[src/rtl/cve2_sleep_ctrl_if.sv]
// Handshake bundle between the CVE2 core/top level and the sleep controller.
// The master side drives requests and masks; the slave side is the controller.
interface cve2_sleep_ctrl_if #(
  parameter int NumWake       = 4,
  parameter int SleepCntWidth = 32
);
  logic                     test_en_i;
  logic                     fetch_enable_i;
  logic                     core_busy_i;
  logic [NumWake-1:0]       wake_i;
  logic [NumWake-1:0]       wake_en_i;
  logic                     irq_nm_i;
  logic                     debug_req_i;
  logic                     sleep_cnt_clr_i;
  logic                     clock_en_o;
  logic                     fetch_enable_o;
  logic                     core_sleep_o;
  logic [NumWake+1:0]       wake_cause_o;
  logic [SleepCntWidth-1:0] sleep_cycles_o;

  modport master (
    output test_en_i, fetch_enable_i, core_busy_i, wake_i, wake_en_i,
           irq_nm_i, debug_req_i, sleep_cnt_clr_i,
    input  clock_en_o, fetch_enable_o, core_sleep_o, wake_cause_o, sleep_cycles_o
  );

  modport slave (
    input  test_en_i, fetch_enable_i, core_busy_i, wake_i, wake_en_i,
           irq_nm_i, debug_req_i, sleep_cnt_clr_i,
    output clock_en_o, fetch_enable_o, core_sleep_o, wake_cause_o, sleep_cycles_o
  );
endinterface

[src/rtl/cve2_sleep_ctrl.sv]
// Core clock-gate / sleep controller: sticky fetch enable, idle hold-off before
// gating, maskable plus NMI/debug wake, wake-cause capture and sleep-cycle count.

module cve2_clock_gate (
  input  logic clk_i,
  input  logic en_i,
  input  logic scan_cg_en_i,
  output logic clk_o
);
  logic en_latch;

  // Enable is captured while the clock is low so clk_o never glitches.
  always_latch begin
    if (!clk_i) begin
      en_latch = en_i | scan_cg_en_i;
    end
  end

  assign clk_o = en_latch & clk_i;
endmodule

module cve2_sleep_ctrl #(
  parameter int NumWake       = 4,
  parameter int IdleHoldoff   = 0,
  parameter int SleepCntWidth = 32
) (
  input  logic            clk_i,
  input  logic            rst_ni,
  output logic            clk_o,
  cve2_sleep_ctrl_if.slave bus
);

  typedef enum logic [1:0] {
    StDisabled,
    StActive,
    StHoldoff,
    StSleep
  } state_e;

  localparam logic [7:0] HoldInit  = (IdleHoldoff > 1) ? 8'(IdleHoldoff - 1) : 8'd0;
  localparam logic       HoldEn    = (IdleHoldoff != 0);
  localparam logic       ShortHold = (IdleHoldoff <= 1);

  state_e                   state_q, state_d;
  logic                     busy_q;
  logic [7:0]               hold_cnt_q, hold_cnt_d;
  logic [NumWake+1:0]       wake_cause_q, wake_cause_d;
  logic [SleepCntWidth-1:0] sleep_cnt_q, sleep_cnt_d;

  logic [NumWake-1:0] wake_masked;
  logic               wake_any;
  logic               act;
  logic               enabled;
  logic               clock_en;
  logic               core_sleep;

  assign wake_masked = bus.wake_i & bus.wake_en_i;
  assign wake_any    = (|wake_masked) | bus.irq_nm_i | bus.debug_req_i;
  assign act         = busy_q | wake_any;
  assign enabled     = (state_q != StDisabled);

  // Clock stays open while active, through the hold-off window, and the moment a wake rises.
  assign clock_en    = enabled & (act | (state_q == StHoldoff) | ((state_q == StActive) & HoldEn));
  assign core_sleep  = enabled & ~clock_en;

  always_ff @(posedge clk_i or negedge rst_ni) begin
    if (!rst_ni) begin
      state_q      <= StDisabled;
      busy_q       <= 1'b0;
      hold_cnt_q   <= 8'd0;
      wake_cause_q <= '0;
      sleep_cnt_q  <= '0;
    end else begin
      state_q      <= state_d;
      busy_q       <= bus.core_busy_i;
      hold_cnt_q   <= hold_cnt_d;
      wake_cause_q <= wake_cause_d;
      sleep_cnt_q  <= sleep_cnt_d;
    end
  end

  always_comb begin
    state_d      = state_q;
    hold_cnt_d   = hold_cnt_q;
    wake_cause_d = wake_cause_q;
    sleep_cnt_d  = sleep_cnt_q;

    unique case (state_q)
      StDisabled: begin
        if (bus.fetch_enable_i) begin
          state_d = StActive;
        end
      end
      StActive: begin
        if (!act) begin
          if (ShortHold) begin
            state_d = StSleep;
          end else begin
            state_d    = StHoldoff;
            hold_cnt_d = HoldInit;
          end
        end
      end
      StHoldoff: begin
        if (act) begin
          state_d = StActive;
        end else if (hold_cnt_q == 8'd1) begin
          state_d = StSleep;
        end else begin
          hold_cnt_d = hold_cnt_q - 8'd1;
        end
      end
      StSleep: begin
        if (act) begin
          state_d      = StActive;
          wake_cause_d = {bus.debug_req_i, bus.irq_nm_i, wake_masked};
        end
      end
      default: state_d = StDisabled;
    endcase

    // Clear beats increment; the counter sticks at all-ones.
    if (bus.sleep_cnt_clr_i) begin
      sleep_cnt_d = '0;
    end else if (core_sleep && (sleep_cnt_q != {SleepCntWidth{1'b1}})) begin
      sleep_cnt_d = sleep_cnt_q + 1'b1;
    end
  end

  assign bus.clock_en_o     = clock_en;
  assign bus.fetch_enable_o = enabled;
  assign bus.core_sleep_o   = core_sleep;
  assign bus.wake_cause_o   = wake_cause_q;
  assign bus.sleep_cycles_o = sleep_cnt_q;

  cve2_clock_gate u_clock_gate (
    .clk_i        (clk_i),
    .en_i         (clock_en),
    .scan_cg_en_i (bus.test_en_i),
    .clk_o        (clk_o)
  );

endmodule

[src/flat_wrapper.sv]
// flat-port wrapper written by rule: the top's interface ports become plain ports
module cve2_sleep_ctrl_flat 
#(
  parameter int NumWake       = 4,
  parameter int IdleHoldoff   = 0,
  parameter int SleepCntWidth = 32
)
  (clk_i, rst_ni, clk_o, bus_test_en_i, bus_fetch_enable_i, bus_core_busy_i, bus_wake_i, bus_wake_en_i, bus_irq_nm_i, bus_debug_req_i, bus_sleep_cnt_clr_i, bus_clock_en_o, bus_fetch_enable_o, bus_core_sleep_o, bus_wake_cause_o, bus_sleep_cycles_o);
  cve2_sleep_ctrl_if #(.NumWake(NumWake), .SleepCntWidth(SleepCntWidth)) bus_i ();
  input  logic clk_i;
  input  logic rst_ni;
  output logic clk_o;
  input wire logic [$bits(bus_i.test_en_i)-1:0] bus_test_en_i;
  input wire logic [$bits(bus_i.fetch_enable_i)-1:0] bus_fetch_enable_i;
  input wire logic [$bits(bus_i.core_busy_i)-1:0] bus_core_busy_i;
  input wire logic [$bits(bus_i.wake_i)-1:0] bus_wake_i;
  input wire logic [$bits(bus_i.wake_en_i)-1:0] bus_wake_en_i;
  input wire logic [$bits(bus_i.irq_nm_i)-1:0] bus_irq_nm_i;
  input wire logic [$bits(bus_i.debug_req_i)-1:0] bus_debug_req_i;
  input wire logic [$bits(bus_i.sleep_cnt_clr_i)-1:0] bus_sleep_cnt_clr_i;
  output wire logic [$bits(bus_i.clock_en_o)-1:0] bus_clock_en_o;
  output wire logic [$bits(bus_i.fetch_enable_o)-1:0] bus_fetch_enable_o;
  output wire logic [$bits(bus_i.core_sleep_o)-1:0] bus_core_sleep_o;
  output wire logic [$bits(bus_i.wake_cause_o)-1:0] bus_wake_cause_o;
  output wire logic [$bits(bus_i.sleep_cycles_o)-1:0] bus_sleep_cycles_o;
  assign bus_i.test_en_i = bus_test_en_i;
  assign bus_i.fetch_enable_i = bus_fetch_enable_i;
  assign bus_i.core_busy_i = bus_core_busy_i;
  assign bus_i.wake_i = bus_wake_i;
  assign bus_i.wake_en_i = bus_wake_en_i;
  assign bus_i.irq_nm_i = bus_irq_nm_i;
  assign bus_i.debug_req_i = bus_debug_req_i;
  assign bus_i.sleep_cnt_clr_i = bus_sleep_cnt_clr_i;
  assign bus_clock_en_o = bus_i.clock_en_o;
  assign bus_fetch_enable_o = bus_i.fetch_enable_o;
  assign bus_core_sleep_o = bus_i.core_sleep_o;
  assign bus_wake_cause_o = bus_i.wake_cause_o;
  assign bus_sleep_cycles_o = bus_i.sleep_cycles_o;
  cve2_sleep_ctrl #(.NumWake(NumWake), .IdleHoldoff(IdleHoldoff), .SleepCntWidth(SleepCntWidth)) u_core (.clk_i(clk_i), .rst_ni(rst_ni), .clk_o(clk_o), .bus(bus_i));
endmodule
[config.mk]
export PLATFORM = sky130hd
export DESIGN_NAME = cve2_sleep_ctrl_flat
export DESIGN_NICKNAME = d
export VERILOG_FILES = /design/src/rtl/cve2_sleep_ctrl_if.sv /design/src/rtl/cve2_sleep_ctrl.sv /design/src/flat_wrapper.sv
export SDC_FILE = /design/constraint.sdc
export NUM_CORES = 1
export LEC_CHECK = 0
export ABC_AREA = 1
export BUFFER_PORTS_ARGS = -buffer_cell sky130_fd_sc_hd__buf_2
export CAP_MARGIN = 10
export CORE_MARGIN = 5
export CORE_UTILIZATION = 35
export CTS_CLUSTER_DIAMETER = 100
export DETAILED_ROUTE_END_ITERATION = 16
export GPL_TIMING_DRIVEN = 0
export MAX_ROUTING_LAYER = met4
export PLACE_DENSITY = 0.55
export REMOVE_ABC_BUFFERS = 1
export SETUP_SLACK_MARGIN = 0.5
export SYNTH_ARGS = -nofsm -noshare
export SYNTH_HDL_FRONTEND = slang
export SYNTH_HIERARCHICAL = 1
export SYNTH_SLANG_ARGS = --single-unit
[constraint.sdc]
create_clock -name clk_i -period 5 [get_ports clk_i]
set_input_delay 0.75 -clock clk_i [delete_from_list [all_inputs] [get_ports clk_i]]
set_output_delay 0.75 -clock clk_i [all_outputs]
set_load 0.01 [all_outputs]
# Word-level counts from Yosys, hierarchy flattened
# Index checks and enable logic that the tools add are counted.
# W data, S select, Z words.
# totals
word_cells	46
latchBits	1
output_inout_bits	42
reg_bits	49
# op_classes
n_eq_ne	9
add_sub_neg	2
n_mux	9
bitwise_logic	12
n_reduce_logical	8
# op_table
operator	n
$mux W32	2
$add A32 B1 Y32 const B	1
$ne A32 B32 Y1 const B	1
$mux W2	5
$eq A8 B1 Y1 const B	1
$pmux W2 S4	1
$sub A8 B1 Y8 const B	1
$or A1 B1 Y1	5
$and A4 B4 Y4	1
$eq A2 B2 Y1 const B	2
$ne A2 B2 Y1 const B	2
$reduce_and A4 Y1	1
$reduce_bool A2 Y1	2
$reduce_or A4 Y1	1
$and A1 B1 Y1	3
$ne A3 B2 Y1 const B	1
$not A1 Y1	3
$reduce_and A3 Y1	1
$eq A2 B1 Y1 const B	1
$logic_not A2 Y1	1
$ne A2 B1 Y1 const B	1
$reduce_and A2 Y1	1
$logic_and A1 B1 Y1	1
$mux W1	1

# Longest topological paths before layout
# logic_depth
word_depth	12
mapped_depth	11
ltp_nobuf	11

# Hierarchy
# The synthesis kept the hierarchy.
# by_module_without_submodules
mod	instances	cells_each	area_per_inst_um2
cve2_sleep_ctrl	1	478	3173.0
cve2_clock_gate	1	6	33.8

==> flow_metrics.tcl <==
set metrics [dict create \
    synth_compound_area_share_pct 1.95 \
    final_nets 565 \
    final_cell_mix "196 x nand2_1, 76 x nor2_1, 57 x buf_2, 54 x nand3_1, 49 x dfrtp_1" \
    leakage_uw 0.00194 \
    drc 0 \
    finish.utilization_pct 41.3 \
    vias 3089 \
    ys_seq_elements 50 \
    critPathSlowestCell "dlxtn_1" \
    cts_hold_buf 0 \
    slew_violations 0 \
    cp.arrival_ps 3530 \
    setup_viol 0 \
    outcome "complete, no violations" \
    ys_warn_count 6 \
    tritoncts "built" \
    grt_max_degree 50 \
    hp-class "in -> async" \
    wl_mm 8.21 \
    grt_pass1_vias 3024 \
    rr_startpoint "u_core/busy_q$_DFF_PN0_" \
    fp-row-count 35 \
    fill_cells 925 \
    yosys.area_share.simple_pct 44.1 \
    synth_cells 484 \
    criticalPathCategory "latch -> out" \
    critPathLaunch "u_core/u_clock_gate/en_latch$_DLATCH_N_" \
    drtPass1Iterations 4 \
    cp-end-kind "output pin" \
    crit_path_max_incr_delay_ps 400 \
    final.setup_skew_ps 9.91 \
    rsz0062_at_grt "false" \
    path_max_fanout 1 \
    synth_top_family_by_area "simple AND/OR/NAND/NOR gates" \
    core-area_sq_um 9060 \
    yosysUniqueCellTypes 28 \
    synth_area_per_cell_sq_um 6.63 \
    critPathLaunchType "latch" \
    synth_adder_area_share_pct 2.73 \
    hold_violations 0 \
    worst_pin_slew_ps 754 \
    relSlewSlack_pct 49.6 \
    cts_setup_buffers 0 \
    final_common_cell "nand2_1" \
    syn2layout_area_growth_pct 16.9 \
    synth.area.mux_share_pct 0.351 \
    grt_pass1_wl_mm 14.1 \
    cts_resized 0 \
    required_ps 4250 \
    pwr_density_cell_nw_per_um2 257 \
    ioPinCount 58 \
    insertion_delay_ps 410 \
    drive_above_1_share_pct 14.7 \
    place.gp.congestion 0.910 \
    path_clk_slew_ps 90 \
    gr-usage-all-layers_pct 15.9 \
    antenna_cells 0 \
    fin_cells 654 \
    die_area_sq_um 11200 \
    dp.cells 642 \
    wl_per_cell_um 12.5 \
    antenna_left 0 \
    syn_area_sq_um 3210 \
    tns_ps 0 \
    die_w_um 106 \
    grt_remaining_overflow 0 \
    fp.dieH_um 106 \
    maxCapViolCount 0 \
    via_per_inst 4.72 \
    dp_hpwl_mm 5.97 \
    cp_cell_sequence "nand2_1, inv_1, buf_2" \
    drt_iter0_drc 155 \
    initial_core_util_pct 35.4 \
    portBuffers 57 \
    synth-xor-area-share_pct 5.19 \
    irDropWorstVdd_mv 0.202 \
    antenna_found_initial 0 \
]
[flip-flops by register name (all words and copies together) (netlist names)]
signal / cells
u_core/hold_cnt_q: 8
u_core/bus.wake_cause_o: 6
u_core/busy_q: 1
u_core/u_clock_gate/en_latch: 1
u_core/state_q: 2
u_core/bus.sleep_cycles_o: 32
[metrics by stage]
| step | instance area, sq um | setup slack [ps] | power, uW | hold WS (ps) |
|---|---|---|---|---|
| after global placement | 3570 | 878 | 606 | 453 |
| final | 3750 | 717 | 962 | 267 |
| after global routing | 3750 | 667 | 1030 | 298 |
| after floorplan | 3150 | 1060 | 540 | 454 |
| after CTS | 3730 | 690 | 983 | 415 |
| after detailed placement | 3570 | 854 | 608 | 458 |
[logic make-up after synthesis]
family,count (synthesis)
and+or+nand+nor,342
buffers and inverters,53
DFF,49
xor gates and xnor gates,19
AOI/OAI and AO/OA,12
adders and majority gates,7
muxes,1
latches,1
[cell usage after synthesis]
library cell / n / area share (%)
xor2_1: 7 / 1.9
inv_2: 2 / 0.23
and2_1: 1 / 0.20
nand3_4: 1 / 0.55
o21ai_0: 10 / 1.6
nor3_1: 2 / 0.31
or2_2: 1 / 0.20
nand2_2: 2 / 0.39
nor2_4: 2 / 0.70
nand4_1: 4 / 0.78
nor2_1: 76 / 8.9
buf_6: 1 / 0.35
inv_1: 41 / 4.8
ha_1: 7 / 2.7
nor2_2: 2 / 0.39
nand3_1: 54 / 8.4
xnor2_1: 12 / 3.3
buf_4: 4 / 0.94
a21boi_0: 1 / 0.23
dlxtn_1: 1 / 0.47
buf_2: 1 / 0.16
dfrtp_1: 49 / 38
a21oi_1: 1 / 0.16
nand2_1: 196 / 23
mux2_2: 1 / 0.35
clkbuf_1: 3 / 0.35
buf_1: 1 / 0.12
nand2_4: 1 / 0.35
[power by group]
part           switching (uW)  leakage [uW]  internal [uW]  total (uW)
Combinational            84.4       0.00118           50.1         134
Clock                     159     0.0000935            222         381
Sequential               16.1      0.000671            431         447
Total                     260       0.00194            703         962
[cell type report]
cell class	instances	area, sq um	area share [%]
multi-input combinational	381	1740	46.5
sequential	50	1240	33.1
timing repair buffer	57	300	8.01
inverter	42	158	4.21
tap	111	139	3.71
clock buffer	11	133	3.54
clock inverter	2	33.8	0.902
[critical path, delay by kind of cell, from the launching register on]
kind / cells / cell delay [ps]
latches: 1 / 400
buffers and inverters: 2 / 160
and+or+nand+nor: 1 / 50
[per-layer routing]
metal  wire (um)  global-route usage [%]  part of all wire (%)  vias up
li1            -                       -                     -     1613
met1        3740                    18.8                    46     1388
met2        3940                    26.8                    48       84
met3         486                    3.74                   5.9        4
met4          36                    5.27                  0.44        0
met5           0                       -                     0        -
[worst paths after layout]
check / endpoint / slack [ps] / depth (start not counted)
setup / recovery: clk_o / 720 / 3
hold / removal: u_core/bus.sleep_cycles_o[2]$_DFFE_PN0P_ / 270 / 1
setup reg to reg: u_core/u_clock_gate/en_latch$_DLATCH_N_ / 1410 / 6
hold reg to reg: u_core/bus.wake_cause_o[4]$_DFFE_PN0P_ / 490 / 2
max in group asynchronous: u_core/hold_cnt_q[1]$_DFFE_PN0P_ / 4210 / 2
min in group clk_i: u_core/busy_q$_DFF_PN0_ / 430 / 1
Power figures use the tool's default switching activity.
